[config.mk]
export PLATFORM = sky130hd
export DESIGN_NAME = fifo_ctrl_tp_fwft
export DESIGN_NICKNAME = d
export VERILOG_FILES = /design/src/rtl/fifo_ctrl_tp_fwft.sv
export SDC_FILE = /design/constraint.sdc
export NUM_CORES = 1
export LEC_CHECK = 0
export ABC_AREA = 1
export BUFFER_PORTS_ARGS = -buffer_cell sky130_fd_sc_hd__buf_4
export CAP_MARGIN = 25
export CORE_ASPECT_RATIO = 0.9
export CORE_MARGIN = 1
export CORE_UTILIZATION = 54
export CTS_BUF_LIST = sky130_fd_sc_hd__clkbuf_4 sky130_fd_sc_hd__clkbuf_8 sky130_fd_sc_hd__clkbuf_16
export CTS_CLUSTER_DIAMETER = 50
export DETAILED_ROUTE_END_ITERATION = 10
export PLACE_DENSITY = 0.84
export REMOVE_ABC_BUFFERS = 1
export SYNTH_ARGS = -nofsm -noshare
export SYNTH_HDL_FRONTEND = slang
export SYNTH_SLANG_ARGS = --single-unit
[constraint.sdc]
create_clock -name clock -period 6.28 [get_ports clock]
set_input_delay 0.628 -clock clock [delete_from_list [all_inputs] [get_ports clock]]
set_output_delay 0.628 -clock clock [all_outputs]
set_load 0.01 [all_outputs]
[src/rtl/fifo_ctrl_tp_fwft.sv]
// FIFO controller for an external two-port RAM with registered read data,
// topped by a 2-entry first-word-fall-through output buffer.
module fifo_ctrl_tp_fwft #(
  parameter  int DATA_WIDTH = 32,
  parameter  int DEPTH      = 16,
  localparam int AW         = $clog2(DEPTH),
  localparam int BW         = DATA_WIDTH / 8
) (
  input  logic                  clock,
  input  logic                  reset,
  input  logic                  in_valid,
  output logic                  in_ready,
  input  logic [DATA_WIDTH-1:0] in_data,
  output logic                  out_valid,
  input  logic                  out_ready,
  output logic [DATA_WIDTH-1:0] out_data,
  output logic [AW+1:0]         level,
  output logic                  ram_cen,
  output logic                  ram_wen,
  output logic [BW-1:0]         ram_bwen,
  output logic [AW-1:0]         ram_waddr,
  output logic [DATA_WIDTH-1:0] ram_wdata,
  output logic                  ram_ren,
  output logic [AW-1:0]         ram_raddr,
  input  logic [DATA_WIDTH-1:0] ram_rdata
);

  logic [AW-1:0]         wptr_reg;
  logic [AW-1:0]         rptr_reg;
  logic [AW:0]           ram_count_reg;
  logic                  inflight_reg;
  logic [1:0]            buf_count_reg;
  logic                  head_reg;
  logic                  push;
  logic                  pop;
  logic                  ren;
  logic                  tail;
  logic [2:0]            buf_room;
  logic [DATA_WIDTH-1:0] entry [2];

  // Reset gates push so no RAM write can leak out while reset is held.
  assign in_ready  = (ram_count_reg != (AW+1)'(DEPTH));
  assign push      = in_valid & in_ready & ~reset;
  assign out_valid = (buf_count_reg != 2'd0);
  assign pop       = out_valid & out_ready;

  // Occupancy the buffer will have after this cycle's pop, counting the read in flight.
  assign buf_room = {1'b0, buf_count_reg} + {2'b00, inflight_reg} - {2'b00, pop};
  assign ren      = (ram_count_reg != '0) && (buf_room < 3'd2);
  assign tail     = head_reg ^ buf_count_reg[0];

  assign ram_cen   = 1'b1;
  assign ram_bwen  = '1;
  assign ram_wen   = push;
  assign ram_waddr = wptr_reg;
  assign ram_wdata = in_data;
  assign ram_ren   = ren;
  assign ram_raddr = rptr_reg;

  assign out_data = entry[head_reg];
  assign level    = (AW+2)'(ram_count_reg) + (AW+2)'(inflight_reg) + (AW+2)'(buf_count_reg);

  always_ff @(posedge clock or posedge reset) begin
    if (reset) begin
      wptr_reg      <= '0;
      rptr_reg      <= '0;
      ram_count_reg <= '0;
      inflight_reg  <= 1'b0;
      buf_count_reg <= 2'd0;
      head_reg      <= 1'b0;
    end else begin
      if (push) wptr_reg <= wptr_reg + 1'b1;
      if (ren)  rptr_reg <= rptr_reg + 1'b1;
      if (push && !ren)      ram_count_reg <= ram_count_reg + 1'b1;
      else if (!push && ren) ram_count_reg <= ram_count_reg - 1'b1;
      inflight_reg  <= ren;
      buf_count_reg <= buf_count_reg + {1'b0, inflight_reg} - {1'b0, pop};
      if (pop) head_reg <= ~head_reg;
    end
  end

  // A capture lands behind the current tail; a simultaneous pop only moves the head.
  for (genvar gi = 0; gi < 2; gi++) begin : gen_buf
    logic [DATA_WIDTH-1:0] entry_reg;

    always_ff @(posedge clock or posedge reset) begin
      if (reset)
        entry_reg <= '0;
      else if (inflight_reg && (tail == 1'(gi)))
        entry_reg <= ram_rdata;
    end

    assign entry[gi] = entry_reg;
  end

endmodule

==> results of run 1 <==
## worst min-delay path: stages
cell and delay (ns):
buf_4 0.11, clkinv_2 0.05, buf_4 0.20
## worst max-delay path by stage
stage	startpoint	to	slack [ns]	cells past startpoint
final	buf_count_reg[0]	ram_count_reg[3]	2.58	20
after global routing	buf_count_reg[0]	ram_count_reg[3]	2.27	20
after CTS	buf_count_reg[0]	ram_count_reg[3]	2.55	20
after detailed placement	out_ready	ram_count_reg[3]	2.51	19
after global placement	out_ready	ram_count_reg[3]	2.72	19
after floorplan	reset	ram_count_reg[3]	2.13	11
## per-layer routing
layer  vias up  part of all wire (%)  global-route usage [%]
met5         -                  0.41                    7.69
met4         2                  0.80                    4.55
met3         9                    12                    13.9
met2       167                    45                    40.5
met1      1698                    42                    35.9
li1       1725                     -                       -
## cell type report
type	count	area [um^2]
Fill cell	681	2650
Tap cell	96	120
Inverter	44	166
Clock buffer	9	124
Timing Repair Buffer	90	716
Clock inverter	6	92.6
Sequential cell	81	2030
Multi-Input combinational cell	357	1690
## per-stage QoR
stage | hold slack [ns] | util, % | cell area, um^2
finish | 0.286 | 65.1 | 4940
global route | 0.298 | 65.1 | 4940
floorplan | 0.442 | - | 3870
global placement | 0.453 | 61.5 | 4670
CTS | 0.478 | 64.8 | 4910
detailed placement | 0.459 | 61.9 | 4690
## cells in the final DEF (no fill, tap or decap), drive strengths merged
master / n
nand2: 213
o21ai: 54
bufinv: 2
xor2: 5
nor2: 10
fa: 4
conb: 5
nand4: 4
nand3: 47
clkinv: 2
clkinvlp: 2
clkbuf: 9
xnor2: 2
buf: 90
nor3: 1
inv: 44
ha: 9
dfrtp: 81
or2: 2
nand3b: 1
## power groups by stage
| stage | combinational [mW] | clock (mW) | sequential (mW) |
|---|---|---|---|
| floorplan | 0.957 | 0 | 0.947 |
| detailed placement | 1.63 | 0 | 0.972 |
| global route | 1.85 | 0.447 | 1.00 |
| CTS | 1.64 | 0.427 | 0.966 |
| finish | 1.64 | 0.418 | 0.965 |
| global placement | 1.54 | 0 | 0.956 |
## cell families after synthesis
logic type      Yosys count
compound gates           54
other cells               1
xor+xnor                  7
buf+inv                 104
fa+ha+maj                13
simple gates            278
flops                    81
==> key figures, run 1 <==
Status
  – Status: finished clean

Clock tree
  – H-tree levels: 3
  – Skew-Pair Late Insertion Delay: 0.35 ns
  – Clk sinks: 81
  – PostCTS Resize Cnt: 0
  – Post CTS Setup Buffer Count: 0
  – CTS Buf Count: 9
  – Hold_buf cts: 0
  – CTS tree: built
  – Clk root buf: clkbuf_8
  – CTS Buffer Depth: 2
  – Reg clk slew, reported paths: 0.08 ns

Worst hold path
  – Worst min path class: primary input to asynchronous set/reset pin

Synthesis
  – Post-synth top cells: 213 x nand2_1, 81 x dfrtp_1, 54 x o21ai_0
  – Top_reg_cell synth: dfrtp_1
  – Ranking of synthesized cells by area: dfrtp_1 48%, nand2_1 19%, buf_4 6.6%, o21ai_0 6.4%, nand3_1 5.6%
  – Yosys top cell area share: 47.9%
  – Mapped Area: 4230 um^2
  – Ys async rst share: 100%
  – YS warnings: 0
  – Top-count cell post-synth: nand2_1
  – Post-synthesis sequential area ratio: 47.9%
  – Mean post-synth cell area: 7.87 um^2
  – Complex-gate fraction of the synthesized area: 6.39%
  – Xor and xnor area share after synthesis: 1.63%
  – Area leader, netlist: dfrtp_1
  – Mux cell area share after synthesis: 0%
  – Number of flops mapped to enable cells by yosys: 0
  – Area share of fa/ha/maj cells after synthesis: 4.55%
  – Mapped Cells: 538
  – #FFs+latches synth: 81
  – Simple-Gate Fraction of Synth Area: 26.7%
  – Synth unique cells: 23
  – Largest family of logic cells by synthesized area: simple AND/OR/NAND/NOR gates

Pwr
  – Total power: 3.02 mW
  – NetSw: 1.34 mW
  – PwrDens: 612 nW/um^2
  – Gate power share: 54.2%
  – Sw frac: 44.3%
  – Clock power frac: 13.8%
  – Leakage power: 2.66 nW
  – Peak supply drop: 0.439 mV
  – Internal Power: 1.68 mW
  – Register share of total power: 32.0%

Place
  – Cells after DPL: 667
  – Worst slack, placed: 2.51 ns
  – Post-DP HPWL: 7140 um
  – Port bufs: 85
  – Final weighted congestion in routability-driven placement: 0.776

Setup path
  – Crit Reg-Reg Endpoint: ram_count_reg[3]
  – Crit-path cells: inv_1 -> nand2_1 -> nand2_1 -> inv_1 -> ha_1 -> inv_1 -> ha_1 -> inv_1 -> fa_1 -> nand2_1 -> nor2_1 -> nand2_1 -> ha_1 -> inv_1 -> ha_1 -> or2_2 -> nand2_1 -> nand2_1 -> nand3_1 -> nand2_1
  – CP delay by family, top: adder cells
  – Reg2Reg Setup Slack: 2.58 ns
  – CP Buf/Inv Count: 5
  – Crit path largest cell delay: 0.50 ns
  – Critical R2R Launch: buf_count_reg[0]
  – Crit end category: flip-flop
  – CP Launch Type: flip-flop
  – CP Class: flip-flop to flip-flop
  – Worst Reg2Reg Path Length in Cells: 20
  – CP required: 6.51 ns
  – Crit path DAT: 3.93 ns
  – CP max stage cell: fa_1
  – Largest fanout on the critical path: 6
  – Most frequent CP cell: nand2_1

Drt
  – Via density: 5.27
  – Drt pass-1 iters: 5
  – DRC Markers: 0
  – Post-route ant nets: 0
  – Vias: 3,601
  – Initial drt markers: 190
  – DR WL/cell: 15.6 um
  – Detailed Route WL: 10,700 um

STA
  – RSZ-0062 raised after global routing: false
  – Worst Slack Setup Final: 2.58 ns
  – Rel. slew slack: 28.6%
  – Fmax achieved: 0.270 GHz
  – Setup violations, final: 0
  – Final Hold Viols: 0
  – Worst-margin pin slew: 1.07 ns
  – Final min period: 3.70 ns
  – Fin crit share: 58.9%
  – Setup TNS: 0 ns
  – Worst Clk Skew: 0.0112 ns
  – Fin. max-slew vios: 0

Finish
  – Final Non-Filler Cells: 683
  – Share of cells above drive strength 1: 18.9%
  – Max reg flops: 64
  – Layout Nets: 664
  – # diodes: 0
  – Synthesis-to-finish area growth: 16.7%

Die
  – Std cell rows: 30
  – Io pins: 155
  – CORE AREA: 7580 um^2
  – Starting density of the core: 55.8%
  – Die ar.: 8190 um^2
  – Height of the chip: 86.0 um
  – Die width: 95.3 um

Global routing
  – Largest net degree at the start of global routing: 85
  – Initial antenna violation count: 0
  – Global-route wire length before repair: 17,000 um
  – Grt total ovfl: 0
  – Vias in the first global route: 3,427
  – Total GRT Usage: 27.4%

Job
  – Max-cap violation count: 0
Power figures use the tool's default switching activity.
==> run 2: changes to the inputs <==
--- a/config.mk
+++ b/config.mk
@@ -10,11 +10,11 @@
 export CAP_MARGIN = 25
 export CORE_ASPECT_RATIO = 0.9
 export CORE_MARGIN = 1
-export CORE_UTILIZATION = 54
+export CORE_UTILIZATION = 50
 export CTS_BUF_LIST = sky130_fd_sc_hd__clkbuf_4 sky130_fd_sc_hd__clkbuf_8 sky130_fd_sc_hd__clkbuf_16
 export CTS_CLUSTER_DIAMETER = 50
 export DETAILED_ROUTE_END_ITERATION = 10
-export PLACE_DENSITY = 0.84
+export PLACE_DENSITY = 0.79
 export REMOVE_ABC_BUFFERS = 1
 export SYNTH_ARGS = -nofsm -noshare
 export SYNTH_HDL_FRONTEND = slang
==> constraint.sdc (replaced) <==
create_clock -name clock -period 3.7 [get_ports clock]
set_input_delay 0.37 -clock clock [delete_from_list [all_inputs] [get_ports clock]]
set_output_delay 0.37 -clock clock [all_outputs]
set_load 0.01 [all_outputs]
==> key figures, run 2 (synthesis gave the netlist of run 1 again) <==
Status
  – Status: finished clean (unchanged)

STA
  – Worst Clk Skew: 0.0145 ns (was 0.0112 ns)
  – Worst-margin pin slew: 1.05 ns (was 1.07 ns)
  – Fin crit share: 93.4% (was 58.9%)
  – RSZ-0062 raised after global routing: false (unchanged)
  – Rel. slew slack: 29.5% (was 28.6%)
  – Fin. max-slew vios: 0 (unchanged)
  – Setup TNS: 0 ns (unchanged)
  – Final Hold Viols: 0 (unchanged)
  – Fmax achieved: 0.289 GHz (was 0.270 GHz)
  – Final min period: 3.46 ns (was 3.70 ns)
  – Hold Slack: 0.00857 ns (was 0.286 ns)
  – Setup violations, final: 0 (unchanged)

Drt
  – Post-route ant nets: 0 (unchanged)
  – Via density: 5.16 (was 5.27)
  – Vias: 3,552 (was 3,601)
  – DR WL/cell: 14.9 um (was 15.6 um)
  – DRC Markers: 0 (unchanged)
  – Detailed Route WL: 10,200 um (was 10,700 um)
  – Drt pass-1 iters: 4 (was 5)
  – Initial drt markers: 170 (was 190)

Global routing
  – Vias in the first global route: 3,217 (was 3,427)
  – Most Used Layer, Global Route: met2 (unchanged)
  – Initial antenna violation count: 0 (unchanged)
  – GRT met3 Usage: 12.7% (was 13.9%)
  – Largest net degree at the start of global routing: 86 (was 85)
  – Total GRT Usage: 24.4% (was 27.4%)
  – M2 GR Usage: 34.8% (was 40.5%)
  – Global-route wire length before repair: 16,400 um (was 17,000 um)
  – Grt total ovfl: 0 (unchanged)
  – Met1 usage: 32.6% (was 35.9%)

Setup path
  – CP Class: flip-flop to flip-flop (unchanged)
  – CP required: 3.95 ns (was 6.51 ns)
  – CP Buf/Inv Count: 5 (unchanged)
  – CP Launch Type: flip-flop (unchanged)
  – Most frequent CP cell: nand2_1 (unchanged)
  – Largest fanout on the critical path: 6 (unchanged)
  – Crit path largest cell delay: 0.51 ns (was 0.50 ns)
  – CP delay by family, top: adder cells (unchanged)
  – Reg2Reg Setup Slack: 0.24 ns (was 2.58 ns)
  – Crit end category: flip-flop (unchanged)
  – CP max stage cell: fa_1 (unchanged)
  – Crit-path cells: inv_1 -> nand2_1 -> nand2_1 -> inv_1 -> ha_1 -> inv_1 -> ha_1 -> inv_1 -> fa_1 -> nand2_1 -> nor2_1 -> nand2_2 -> ha_1 -> inv_2 -> ha_1 -> or2_2 -> nand2_1 -> nand2_1 -> nand3_1 -> nand2_1 (was inv_1 -> nand2_1 -> nand2_1 -> inv_1 -> ha_1 -> inv_1 -> ha_1 -> inv_1 -> fa_1 -> nand2_1 -> nor2_1 -> nand2_1 -> ha_1 -> inv_1 -> ha_1 -> or2_2 -> nand2_1 -> nand2_1 -> nand3_1 -> nand2_1)
  – Crit path DAT: 3.71 ns (was 3.93 ns)

Die
  – Height of the chip: 89.3 um (was 86.0 um)
  – Die width: 99.0 um (was 95.3 um)
  – Die ar.: 8840 um^2 (was 8190 um^2)
  – Starting density of the core: 52.2% (was 55.8%)
  – Io pins: 155 (unchanged)
  – Std cell rows: 31 (was 30)
  – CORE AREA: 8110 um^2 (was 7580 um^2)

Pwr
  – Peak supply drop: 0.857 mV (was 0.439 mV)
  – Total power: 5.02 mW (was 3.02 mW)
  – Leakage power: 2.65 nW (was 2.66 nW)
  – PwrDens: 1020 nW/um^2 (was 612 nW/um^2)

Finish
  – Core occupancy in the finished layout: 60.7% (was 65.1%)
  – Synthesis-to-finish area growth: 16.3% (was 16.7%)
  – Layout Nets: 665 (was 664)
  – Fin area: 4920 um^2 (was 4940 um^2)
  – Most common cell after layout, fill and taps aside: nand2_1 (unchanged)
  – # diodes: 0 (unchanged)
  – Max reg flops: 64 (unchanged)
  – Share of cells above drive strength 1: 19.9% (was 18.9%)
  – Most frequent cells in the layout: 212 x nand2_1, 89 x buf_4, 79 x dfrtp_1, 54 x o21ai_0, 47 x nand3_1 (was 213 x nand2_1, 88 x buf_4, 81 x dfrtp_1, 54 x o21ai_0, 47 x nand3_1)

Place
  – Post-DP HPWL: 6880 um (was 7140 um)
  – Final weighted congestion in routability-driven placement: 0.795 (was 0.776)
  – Port bufs: 85 (unchanged)
  – Area of placed instances: 4700 um^2 (was 4690 um^2)

Clock tree
  – Clk root buf: clkbuf_8 (unchanged)
  – PostCTS Resize Cnt: 0 (unchanged)
  – CTS Buffer Depth: 2 (unchanged)
  – Post CTS Setup Buffer Count: 0 (unchanged)
  – H-tree levels: 3 (unchanged)
  – Skew-Pair Late Insertion Delay: 0.36 ns (was 0.35 ns)
  – Clk sinks: 81 (unchanged)
  – CTS tree: built (unchanged)
  – CTS Buf Count: 9 (unchanged)
  – Hold_buf cts: 0 (unchanged)
  – Reg clk slew, reported paths: 0.08 ns (about the same)

Job
  – Max-cap violation count: 0 (unchanged)

Worst hold path
  – Worst min path class: primary input to asynchronous set/reset pin (unchanged)
-- run 2: path summary, 6_finish.rpt --
kind                                           from                        to  depth (start not counted)
min reg2reg                gen_buf[0].entry_reg[10]  gen_buf[0].entry_reg[10]                          2
max in group asynchronous                     reset          buf_count_reg[1]                          4
min in group clock                    ram_rdata[13]  gen_buf[1].entry_reg[13]                          3
max reg2reg                        buf_count_reg[0]          ram_count_reg[3]                         20
max                                buf_count_reg[0]          ram_count_reg[3]                         20
min                                           reset              ram_waddr[0]                          3
-- run 2: stage by stage --
step                      cells  setup WS, ns
final                       688         0.242
after global routing        688       0.00740
after CTS                   687         0.164
after detailed placement    671         0.178
after global placement      670         0.399
after floorplan             482        -0.187
-- run 2: power breakdown --
group	total, mW	internal, mW	leakage (nW)	switching, mW
logic	2.79	1.16	1.56	1.63
registers	1.63	1.34	0.995	0.296
clock network	0.600	0.273	0.0856	0.327
-- run 2: worst min-delay path, stage by stage --
cell and delay, ns:
buf_4 0.11, clkinv_2 0.04, buf_4 0.21
-- run 2: final cells by class --
cell class / instances / area, um^2
clock buffers: 11 / 145
clock inverters: 5 / 40.0
fillers: 719 / 3180
inverters: 44 / 166
multi-input cells: 357 / 1690
flip-flops and latches: 81 / 2030
well taps: 99 / 124
repair buffers: 91 / 723
-- run 2: routing by layer --
layer	wire length, um	vias to the layer above	part of all wire (%)
met4	73	0	0.71
met5	0	-	0
li1	-	1733	-
met2	4420	137	43
met1	4560	1675	45
met3	1160	7	11
